**config.mk**
```make
export PLATFORM = sky130hd
export DESIGN_NAME = seq_div
export DESIGN_NICKNAME = d
export VERILOG_FILES = /design/src/rtl/div_pkg.sv /design/src/rtl/div_step.sv /design/src/rtl/seq_div.sv
export SDC_FILE = /design/constraint.sdc
export NUM_CORES = 1
export LEC_CHECK = 0
export BUFFER_PORTS_ARGS = -buffer_cell sky130_fd_sc_hd__buf_2
export CAP_MARGIN = 20
export CORE_MARGIN = 4
export CORE_UTILIZATION = 50
export CTS_CLUSTER_SIZE = 10
export DETAILED_ROUTE_END_ITERATION = 6
export GPL_TIMING_DRIVEN = 0
export PLACE_DENSITY = 0.82
export SETUP_SLACK_MARGIN = 0.5
export SYNTH_ARGS = -nofsm -noshare
export SYNTH_HDL_FRONTEND = slang
export SYNTH_SLANG_ARGS = --single-unit
export TNS_END_PERCENT = 50
```
**constraint.sdc**
```tcl
create_clock -name clock -period 2.7 [get_ports clock]
set_input_delay 0.54 -clock clock [delete_from_list [all_inputs] [get_ports clock]]
set_output_delay 0.54 -clock clock [all_outputs]
set_load 0.01 [all_outputs]
```
**src/rtl/div_pkg.sv**
```systemverilog
// Shared types and constants for the iterative restoring divider.
package div_pkg;

  localparam int DEFAULT_N = 32;
  localparam int DEFAULT_M = 16;

  typedef enum logic [1:0] {
    IDLE,
    CALC,
    FIX,
    DONE
  } div_state_t;

  // Replicated to the quotient width to form the all-ones divide-by-zero quotient.
  localparam logic DIV0_QUOT_BIT = 1'b1;

endpackage

```
**src/rtl/div_step.sv**
```systemverilog
// One restoring-division iteration: shift in a dividend bit, trial-subtract the divisor.
module div_step
  import div_pkg::*;
#(
  parameter int M = DEFAULT_M
) (
  input  logic [M:0]   part_rem,
  input  logic         next_bit,
  input  logic [M-1:0] divisor_mag,
  output logic [M:0]   next_rem,
  output logic         q_bit
);

  logic [M+1:0] shifted;
  logic [M:0]   diff;

  // The partial remainder is always below the divisor, so the shifted value fits M+1 bits.
  always_comb begin
    shifted  = {part_rem, next_bit};
    diff     = shifted[M:0] - {1'b0, divisor_mag};
    q_bit    = (shifted >= {2'b00, divisor_mag});
    next_rem = q_bit ? diff : shifted[M:0];
  end

endmodule

```
**src/rtl/seq_div.sv**
```systemverilog
// Radix-2 restoring divider, one quotient bit per cycle, with signed mode and
// valid/ready handshakes on both sides.
module seq_div
  import div_pkg::*;
#(
  parameter int N = DEFAULT_N,
  parameter int M = DEFAULT_M
) (
  input  logic         clock,
  input  logic         aclr_n,
  input  logic         in_valid,
  output logic         in_ready,
  input  logic [N-1:0] dividend,
  input  logic [M-1:0] divisor,
  input  logic         signed_mode,
  output logic         out_valid,
  input  logic         out_ready,
  output logic [N-1:0] quotient,
  output logic [M-1:0] remainder,
  output logic         div_by_zero,
  output logic         overflow
);

  localparam int            CW    = $clog2(N);
  localparam logic [CW-1:0] LAST  = CW'(N - 1);
  localparam logic [N-1:0]  MIN_N = {1'b1, {(N-1){1'b0}}};

  div_state_t    state;
  logic [CW-1:0] count;
  logic [N-1:0]  work;
  logic [M:0]    part_rem;
  logic [M-1:0]  dvs_mag;
  logic [M-1:0]  dvd_lo;
  logic          mode_q;
  logic          dvd_neg;
  logic          dvs_neg;
  logic          zero_q;
  logic          ovf_q;

  logic          dvd_sign;
  logic          dvs_sign;
  logic [N-1:0]  dvd_abs;
  logic [M-1:0]  dvs_abs;
  logic [M:0]    step_rem;
  logic          step_bit;
  logic [N-1:0]  quot_fix;
  logic [M-1:0]  rem_fix;

  // Operand magnitudes at accept time, and sign correction of the finished result.
  always_comb begin
    dvd_sign = signed_mode & dividend[N-1];
    dvs_sign = signed_mode & divisor[M-1];
    dvd_abs  = dvd_sign ? -dividend : dividend;
    dvs_abs  = dvs_sign ? -divisor : divisor;
    quot_fix = (mode_q & (dvd_neg ^ dvs_neg)) ? -work : work;
    rem_fix  = (mode_q & dvd_neg) ? -part_rem[M-1:0] : part_rem[M-1:0];
  end

  div_step #(
    .M(M)
  ) u_step (
    .part_rem    (part_rem),
    .next_bit    (work[N-1]),
    .divisor_mag (dvs_mag),
    .next_rem    (step_rem),
    .q_bit       (step_bit)
  );

  // The dividend magnitude shifts out of work's MSB while quotient bits shift into its LSB.
  always_ff @(posedge clock or negedge aclr_n) begin
    if (!aclr_n) begin
      state       <= IDLE;
      count       <= '0;
      work        <= '0;
      part_rem    <= '0;
      dvs_mag     <= '0;
      dvd_lo      <= '0;
      mode_q      <= 1'b0;
      dvd_neg     <= 1'b0;
      dvs_neg     <= 1'b0;
      zero_q      <= 1'b0;
      ovf_q       <= 1'b0;
      in_ready    <= 1'b1;
      out_valid   <= 1'b0;
      quotient    <= '0;
      remainder   <= '0;
      div_by_zero <= 1'b0;
      overflow    <= 1'b0;
    end else begin
      case (state)
        IDLE: begin
          if (in_valid) begin
            mode_q   <= signed_mode;
            dvd_neg  <= dvd_sign;
            dvs_neg  <= dvs_sign;
            work     <= dvd_abs;
            dvs_mag  <= dvs_abs;
            dvd_lo   <= dividend[M-1:0];
            zero_q   <= (divisor == '0);
            ovf_q    <= signed_mode && (dividend == MIN_N) && (divisor == {M{1'b1}});
            part_rem <= '0;
            count    <= '0;
            in_ready <= 1'b0;
            state    <= CALC;
          end
        end
        CALC: begin
          part_rem <= step_rem;
          work     <= {work[N-2:0], step_bit};
          if (count == LAST) begin
            count <= '0;
            state <= FIX;
          end else begin
            count <= count + CW'(1);
          end
        end
        FIX: begin
          state     <= DONE;
          out_valid <= 1'b1;
          if (zero_q) begin
            quotient    <= {N{DIV0_QUOT_BIT}};
            remainder   <= dvd_lo;
            div_by_zero <= 1'b1;
            overflow    <= 1'b0;
          end else if (ovf_q) begin
            quotient    <= MIN_N;
            remainder   <= '0;
            div_by_zero <= 1'b0;
            overflow    <= 1'b1;
          end else begin
            quotient    <= quot_fix;
            remainder   <= rem_fix;
            div_by_zero <= 1'b0;
            overflow    <= 1'b0;
          end
        end
        DONE: begin
          if (out_ready) begin
            out_valid <= 1'b0;
            in_ready  <= 1'b1;
            state     <= IDLE;
          end
        end
        default: state <= IDLE;
      endcase
    end
  end

endmodule

```
==> results of run 1 <==
==> worst max-delay path, delay by kind of cell, from the launching register on <==
family	cells	cell delay, ns
AND/OR/NAND/NOR	3	1.36
flip-flops	1	0.43
AO/OA/AOI/OAI	2	0.29
XOR/XNOR	1	0.27
buffers and inverters	1	0.15
==> layout make-up <==
type | count | area (um^2)
multi-input cells | 747 | 5390
flip-flops and latches | 145 | 3640
well taps | 225 | 282
repair buffers | 149 | 973
plain buffers | 54 | 267
fillers | 1279 | 5990
clock inverters | 11 | 159
clock buffers | 21 | 470
inverters | 66 | 248
==> report_power, final <==
group / total, W / leakage [nW] / internal [W] / switching [W]
registers: 0.00420 / 1.77 / 0.00320 / 0.00100
logic: 0.00853 / 2.92 / 0.00346 / 0.00507
clock network: 0.00256 / 0.316 / 0.00161 / 0.000947
==> routing by layer <==
| metal | vias up | routed length, um | part of all wire | GRT usage |
|---|---|---|---|---|
| met5 | - | 0 | 0 | 0 |
| met4 | 0 | 1510 | 0.051 | 0.125 |
| met3 | 151 | 3280 | 0.11 | 0.0580 |
| met2 | 673 | 13500 | 0.45 | 0.439 |
| met1 | 4275 | 11500 | 0.39 | 0.384 |
| li1 | 3983 | - | - | - |
==> metrics by stage <==
| step | utilization | setup slack (ns) | TNS, ns |
|---|---|---|---|
| 2_1_floorplan | - | 0.224 | 0 |
| 5_1_grt | 0.656 | 0.00130 | 0 |
| 4_1_cts | 0.641 | 0.144 | 0 |
| 6_report | 0.656 | 0.0496 | 0 |
| 3_5_place_dp | 0.565 | -0.502 | -3.38 |
| 3_3_place_gp | 0.563 | -0.970 | -140.39 |
==> synth_stat cells, types with 7 or more instances <==
cell type	n
o22ai_1	8
o31ai_1	12
nand2b_1	14
or3_1	7
a21oi_1	86
mux2i_1	12
o221ai_1	29
nor3_1	20
inv_1	66
o21ai_0	94
nor4_1	7
o41ai_1	7
dfrtp_1	144
clkbuf_1	47
or4_1	11
and3_1	8
xnor2_1	59
nand3_1	18
nand4_1	10
nand2_1	97
nor2_1	72
mux2_2	15
xor2_1	38
a32oi_1	7
ha_1	27
==> cells by family after synthesis <==
group,Yosys count
simple gates,292
mux,27
compound gates,303
flops,145
xor+xnor,97
buf+inv,120
fa+ha+maj,28
==> final timing paths <==
| kind | depth (start not counted) | slack (ns) | startpoint | to |
|---|---|---|---|---|
| setup / recovery | 7 | 0.05 | work[8]$_DFFE_PN0P_ | quotient[26]$_DFFE_PN0P_ |
| hold / removal | 1 | 0.10 | aclr_n | dvs_mag[13]$_DFFE_PN0P_ |
| setup reg to reg | 7 | 0.05 | work[8]$_DFFE_PN0P_ | quotient[26]$_DFFE_PN0P_ |
| hold reg to reg | 2 | 0.48 | dvs_mag[10]$_DFFE_PN0P_ | dvs_mag[10]$_DFFE_PN0P_ |
| max in group asynchronous | 2 | 1.77 | aclr_n | in_ready$_DFFE_PN1P_ |
| min in group clock | 2 | 0.37 | dividend[14] | dvd_lo[14]$_DFFE_PN0P_ |
==> sequential cells by signal, indices dropped and copies added (netlist names) <==
name / flops
dvd_lo: 16
state: 2
overflow: 1
dvs_neg: 1
zero_q: 1
dvs_mag: 16
work: 32
ovf_q: 1
mode_q: 1
div_by_zero: 1
count: 5
remainder: 16
part_rem: 17
dvd_neg: 1
out_valid: 1
quotient: 32
in_ready: 1
==> cells in the final DEF, fill, tap and decap left out, types with 8 or more instances in the layout <==
| master | n |
|---|---|
| a21oi_1 | 76 |
| a21oi_2 | 8 |
| and3_1 | 8 |
| buf_2 | 100 |
| buf_4 | 35 |
| buf_6 | 14 |
| clkbuf_1 | 36 |
| clkbuf_16 | 17 |
| dfrtp_1 | 135 |
| dfrtp_2 | 9 |
| ha_1 | 23 |
| inv_1 | 63 |
| mux2_2 | 15 |
| mux2i_1 | 12 |
| nand2_1 | 93 |
| nand2b_1 | 14 |
| nand3_1 | 9 |
| nand3_2 | 9 |
| nand4_1 | 10 |
| nor2_1 | 66 |
| nor3_1 | 19 |
| o21ai_0 | 88 |
| o21ai_1 | 9 |
| o221ai_1 | 28 |
| o31ai_1 | 9 |
| or4_4 | 10 |
| xnor2_1 | 53 |
| xor2_1 | 38 |
==> repair_timing <==
item | 4_1_cts | 5_1_grt
setup buffers | 31 | 11
resized for setup | 104 | 44
cloned | 2 | 0
pin swaps | 50 | 29
endpoints found under the setup margin | 93 | 91
==> impl_results.md, run 1 <==
* Share of layout cells above drive strength 1 at 0.261
* Hold Vio Cnt, Final at 0
* Critical Path Slowest Stage Cell: or4_4
* Mux share of post-synthesis cell area at 0.0323
* Fmax at between 0.3 and 0.4 GHz
* Syn avg cell area at approximately 8.8 um^2
* First-pass detailed-route iteration total at 7
* IO Port Bufs at 104
* Die X at 142 um
* Core area at roughly 0.017 mm^2
* Tmin final at ~2.7 ns
* Worst-Margin Slew at approximately 0.90 ns
* Cells after synthesis at 1012
* Mapped Nets at around 1.1k
* # nets final at about 1.3k
* Gpl congestion at about 0.94
* Initial antenna violation count at 0
* CTS Root Cell: clkbuf_16
* Pin count of the biggest net entering global routing at 76
* Initial DRC count at roughly 1.3k
* GR Overflow Total at 0
* Tcrit/Tclk final at 0.982
* Area grow syn2layout at 27.6%
* Maxcap violations at 0
* Via density at 6.40
* Status: finished, final reports clean
* Post-Synth XOR/XNOR Area at 0.0949
* CTS Buf Count at 17
* Slowest stage delay, CP at between 0.5 and 0.6 ns
* Post-Syn Area at 0.00895 mm^2
* Synth Area in Compound Gates at 0.218
* CP Cell Sequence: or4_4 -> or4_4 -> buf_6 -> nor3_4 -> a21oi_1 -> xnor2_1 -> o221ai_1
* Headroom to the max-slew limit at 0.399
* Worst VDD drop at a little under 900 uV
* Kind of critical path: flip-flop to flip-flop
* Slew Viols, Final at 0
* Vias in the first global route at roughly 8.6k
* Ys flop type: dfrtp_1
* Dpl hpwl at between 15000 and 20000 um
* Post-route cell area at about 0.011 mm^2
* Ys Warns at 0
* Main combinational cell family by area after synthesis: compound AO/OA/AOI/OAI gates
* GRT Total Usage at 0.283
* Leak pwr at 5.00 nW
* Worst Setup Start Kind: flip-flop
* Placed Cells at approximately 1.3k
* CTS Buffer Depth at 2
* Distinct cell type count of the synthesized netlist at 67
* # IOs at approximately 110
* Synth top area share at 0.402
* Largest area contributor in the netlist: dfrtp_1
* Post-Layout Cell Count at roughly 1.4k
* Crit. End Element: flip-flop
* EDFF count, synth at 0
* Worst Path Required at between 2 and 3 ns
* CTS tree: done
* Total power at 0.0153 W
* H-tree depth reported by CTS at 4
* Synth top area cells: dfrtp_1 (40%), xnor2_1 (5.8%), o21ai_0 (5.3%)
* Post-synth ARST share at 1.00
* Antenna-violating nets left at 0
* RSZ-0062 raised after global routing: yes
* Adder-Cell Fraction of Synth Area at 0.0400
* Simple-gate share of the synthesized area at 0.158
* Die area at between 0.02 and 0.025 mm^2
* Site Rows at 48
* Post-synthesis sequential area ratio at 0.405
* Hold Crit Class: input pin to async pin
* Hold WS at just over 0.1 ns
* Initial Util at 0.514
* Max FO, Critical Path at 4
* Via count at roughly 9k
* # diodes at 0
* Placement Cell Area at 0.00985 mm^2
* #FFs+latches synth at about 150
* Chip height at 142 um
* Final setup viols at 0
* PwrDens at ~1300 mW/mm^2
* Most frequent cell on the critical path: or4_4
* Clock Latency Late Sink at 0.44 ns
* Final WL at between 20000 and 30000 um
* Hold Buf Count CTS at 0
* # DRC at 0
* Setup Skew at ~0.0098 ns
* Crit path DAT at between 2 and 3 ns
* First-pass GRT wire length at around 45000 um
* Worst-path clk slew at 0.06 ns
* CTS Sinks at about 150
* Drt wl/cell at 21.0 um
(Power assumes the default switching activity.)
==> run 2, diff against run 1 <==
==> constraint.sdc (replaced) <==
create_clock -name clock -period 2.7 [get_ports clock]
set_input_delay 0.135 -clock clock [delete_from_list [all_inputs] [get_ports clock]]
set_output_delay 0.135 -clock clock [all_outputs]
set_load 0.01 [all_outputs]
==> run 2 against run 1 <==
Compared with the run above:
- the flow now finishes with violations (setup timing)
- cell count fell by 0.21%
- critical path depth grew 4
- non-clock buffer count is 5 lower
- flip-flop and latch count unchanged
- clock power decreased by 2%
- worst hold slack worse by 0.092 ns
- critical path type unchanged
- critical endpoint is now part_rem[5]$_DFFE_PN0P_
- largest cell class unchanged
- largest power group unchanged
==> impl_results.md, run 2 (synthesis results as in run 1) <==
* Register area at roughly 0.0036 mm^2
* RR Startpoint: work[31]$_DFFE_PN0P_
* Initial Util at 0.514
* Share of layout cells above drive strength 1 at 0.240
* Crit path launch: work[31]$_DFFE_PN0P_
* Chip height at 142 um
* Most frequent cell on the critical path: inv_2
* Critical Path Slowest Stage Cell: a311o_2
* Pin count of the biggest net entering global routing at 80
* Failing checks: setup timing
* First-pass detailed-route iteration total at 7
* Leak pwr at between 4 and 5 nW
* GR Overflow Total at 0
* Leading cell type in the layout, fill and taps excluded: dfrtp_1
* Tmin final at ~2.7 ns
* NetSw at ~0.007 W
* Hold WS at around 0.011 ns
* First-pass GRT wire length at approximately 45000 um
* Hold Crit Class: input pin to flip-flop
* Final WL at 29500 um
* Crit path max-delay family: compound AO/OA/AOI/OAI gates
* Worst-path clk slew at about 0.060 ns
* IO Port Bufs at 104
* PwrDens at around 1400 mW/mm^2
* CTS tree: done
* P_int at between 0.008 and 0.009 W
* Worst Path Required at ~3 ns
* Setup Skew at roughly 0.012 ns
* CTS Buffer Depth at 2
* CTS Sinks at between 100 and 150
* Post-route cell area at about 0.011 mm^2
* Headroom to the max-slew limit at 0.471
* # DRC at 0
* # nets final at about 1.3k
* Post-Layout Cell Count at approximately 1.4k
* Multi-input gate area at around 0.0052 mm^2
* CP Cell Sequence: inv_2 -> ha_4 -> inv_2 -> fa_2 -> a21o_1 -> a221oi_4 -> o31ai_4 -> a311o_2 -> buf_6 -> mux2i_2 -> o22ai_1
* Status: finished, violations left
* RSZ-0062 raised after global routing: yes
* H-tree depth reported by CTS at 4
* Post-route setup slack at -0.0206 ns
* Placed Cells at 1342
* Sequential Power Share at 0.276
* Tcrit/Tclk final at 1.01
* Core area at 0.0174 mm^2
* Max FO, Critical Path at 6
* Placement Cell Area at between 0.009 and 0.01 mm^2
* Slew Viols, Final at 0
* Gpl congestion at between 0.9 and 1
* Worst VDD drop at about 630 uV
* Final setup viols at 1
* Via density at 6.44
* Die area at about 0.020 mm^2
* Post-Route Setup TNS at -0.0206 ns
* Total power at 0.0152 W
* CTS Root Cell: clkbuf_16
* Worst Setup Start Kind: flip-flop
* Most frequent cells in the layout: dfrtp_1 (135), buf_2 (107), nand2_1 (93), o21ai_0 (90), a21oi_1 (78)
* Slowest stage delay, CP at around 0.43 ns
* Combinational Power Share at 0.559
* Kind of critical path: flip-flop to flip-flop
* Antenna-violating nets left at 0
* Initial antenna violation count at 1
* Worst-Margin Slew at slightly below 0.8 ns
* Site Rows at 48
* Fmax at around 0.37 GHz
* Switching part of the total at 0.459
* CTS Buf Count at 17
* Layout fillers at 1323
* Vias in the first global route at 8497
* Hold Vio Cnt, Final at 0
* Buffers & Inverters on Critical Path at 3
* Dpl hpwl at between 15000 and 20000 um
* # IOs at ~110
* Area grow syn2layout at 24.4%
* GRT Total Usage at 0.279
* Largest registers: quotient: 32 flops, work: 32 flops, part_rem: 17 flops
* Initial DRC count at approximately 1.4k
* Crit. End Element: flip-flop
* Clock Latency Late Sink at around 0.44 ns
* Drt wl/cell at ~21 um
* Hold path start: divisor[0]
* Maxcap violations at 0
* Clk pwr share at 0.165
* Die X at roughly 140 um
* Via count at 9115
* Crit path DAT at between 3 and 4 ns
[run 2: cell types whose count changed in the layout (fill, tap and decap cells not counted), moves of 4 or more]
| cell | previous run | this run |
|---|---|---|
| nand3_2 | 9 | 5 |
| nand3_1 | 9 | 13 |
| clkinv_2 | 6 | 2 |
| clkbuf_2 | 7 | 12 |
| buf_2 | 100 | 107 |
| buf_6 | 14 | 7 |
| buf_8 | 4 | 0 |
| buf_4 | 35 | 31 |
[run 2: final timing paths]
kind / end / slack, ns / depth (start not counted)
worst max-delay path: part_rem[5]$_DFFE_PN0P_ / -0.02 / 11
worst min-delay path: dvs_mag[0]$_DFFE_PN0P_ / 0.01 / 3
worst min register to register: dvs_mag[10]$_DFFE_PN0P_ / 0.47 / 2
worst max register to register: part_rem[5]$_DFFE_PN0P_ / -0.02 / 11
max in group asynchronous: in_ready$_DFFE_PN1P_ / 1.60 / 3
min in group asynchronous: dvs_mag[11]$_DFFE_PN0P_ / 0.26 / 2
[run 2: timing repair]
action                                 in CTS  in global routing
cloned                                      1                  0
endpoints found under the hold margin      68                  0
buffers inserted                           19                 16
pin swaps                                  32                 16
hold buffers                                3                  0
gates resized for setup                    59                 41
setup endpoints to repair                  93                 95
[run 2: worst min-delay path, delay by kind of cell]
family	cells	cell delay [ns]
buffers and inverters	2	0.19
AOI/OAI and AO/OA	1	0.08
[run 2: power by group through the flow]
stage | registers [W] | clock network (W) | logic [W]
after global routing | 0.00428 | 0.00261 | 0.00917
final | 0.00419 | 0.00251 | 0.00850
after floorplan | 0.00405 | 0 | 0.00489
after global placement | 0.00408 | 0 | 0.00672
after CTS | 0.00409 | 0.00251 | 0.00766
after detailed placement | 0.00413 | 0 | 0.00690
[run 2: metal layers]
metal | vias up | GRT usage | share of wire
li1 | 3957 | - | -
met1 | 4357 | 0.376 | 0.39
met2 | 657 | 0.434 | 0.45
met3 | 144 | 0.0782 | 0.11
met4 | 0 | 0.101 | 0.045
met5 | - | 0 | 0
[run 2: cell type report]
cell class | instances | area share
Clock inverter | 8 | 0.0112
Buffer | 54 | 0.0216
Multi-Input combinational cell | 747 | 0.470
Inverter | 66 | 0.0222
Sequential cell | 145 | 0.327
Timing Repair Buffer | 144 | 0.0778
Clock buffer | 24 | 0.0450
Antenna cell | 2 | 0.000449
Tap cell | 225 | 0.0253
[run 2: stage by stage]
stage           util  worst slack (ns)
5_1_grt        0.639           -0.0855
2_1_floorplan      -             0.224
3_5_place_dp   0.564            -0.188
4_1_cts        0.625            0.0796
3_3_place_gp   0.562            -0.553
6_report       0.640           -0.0206
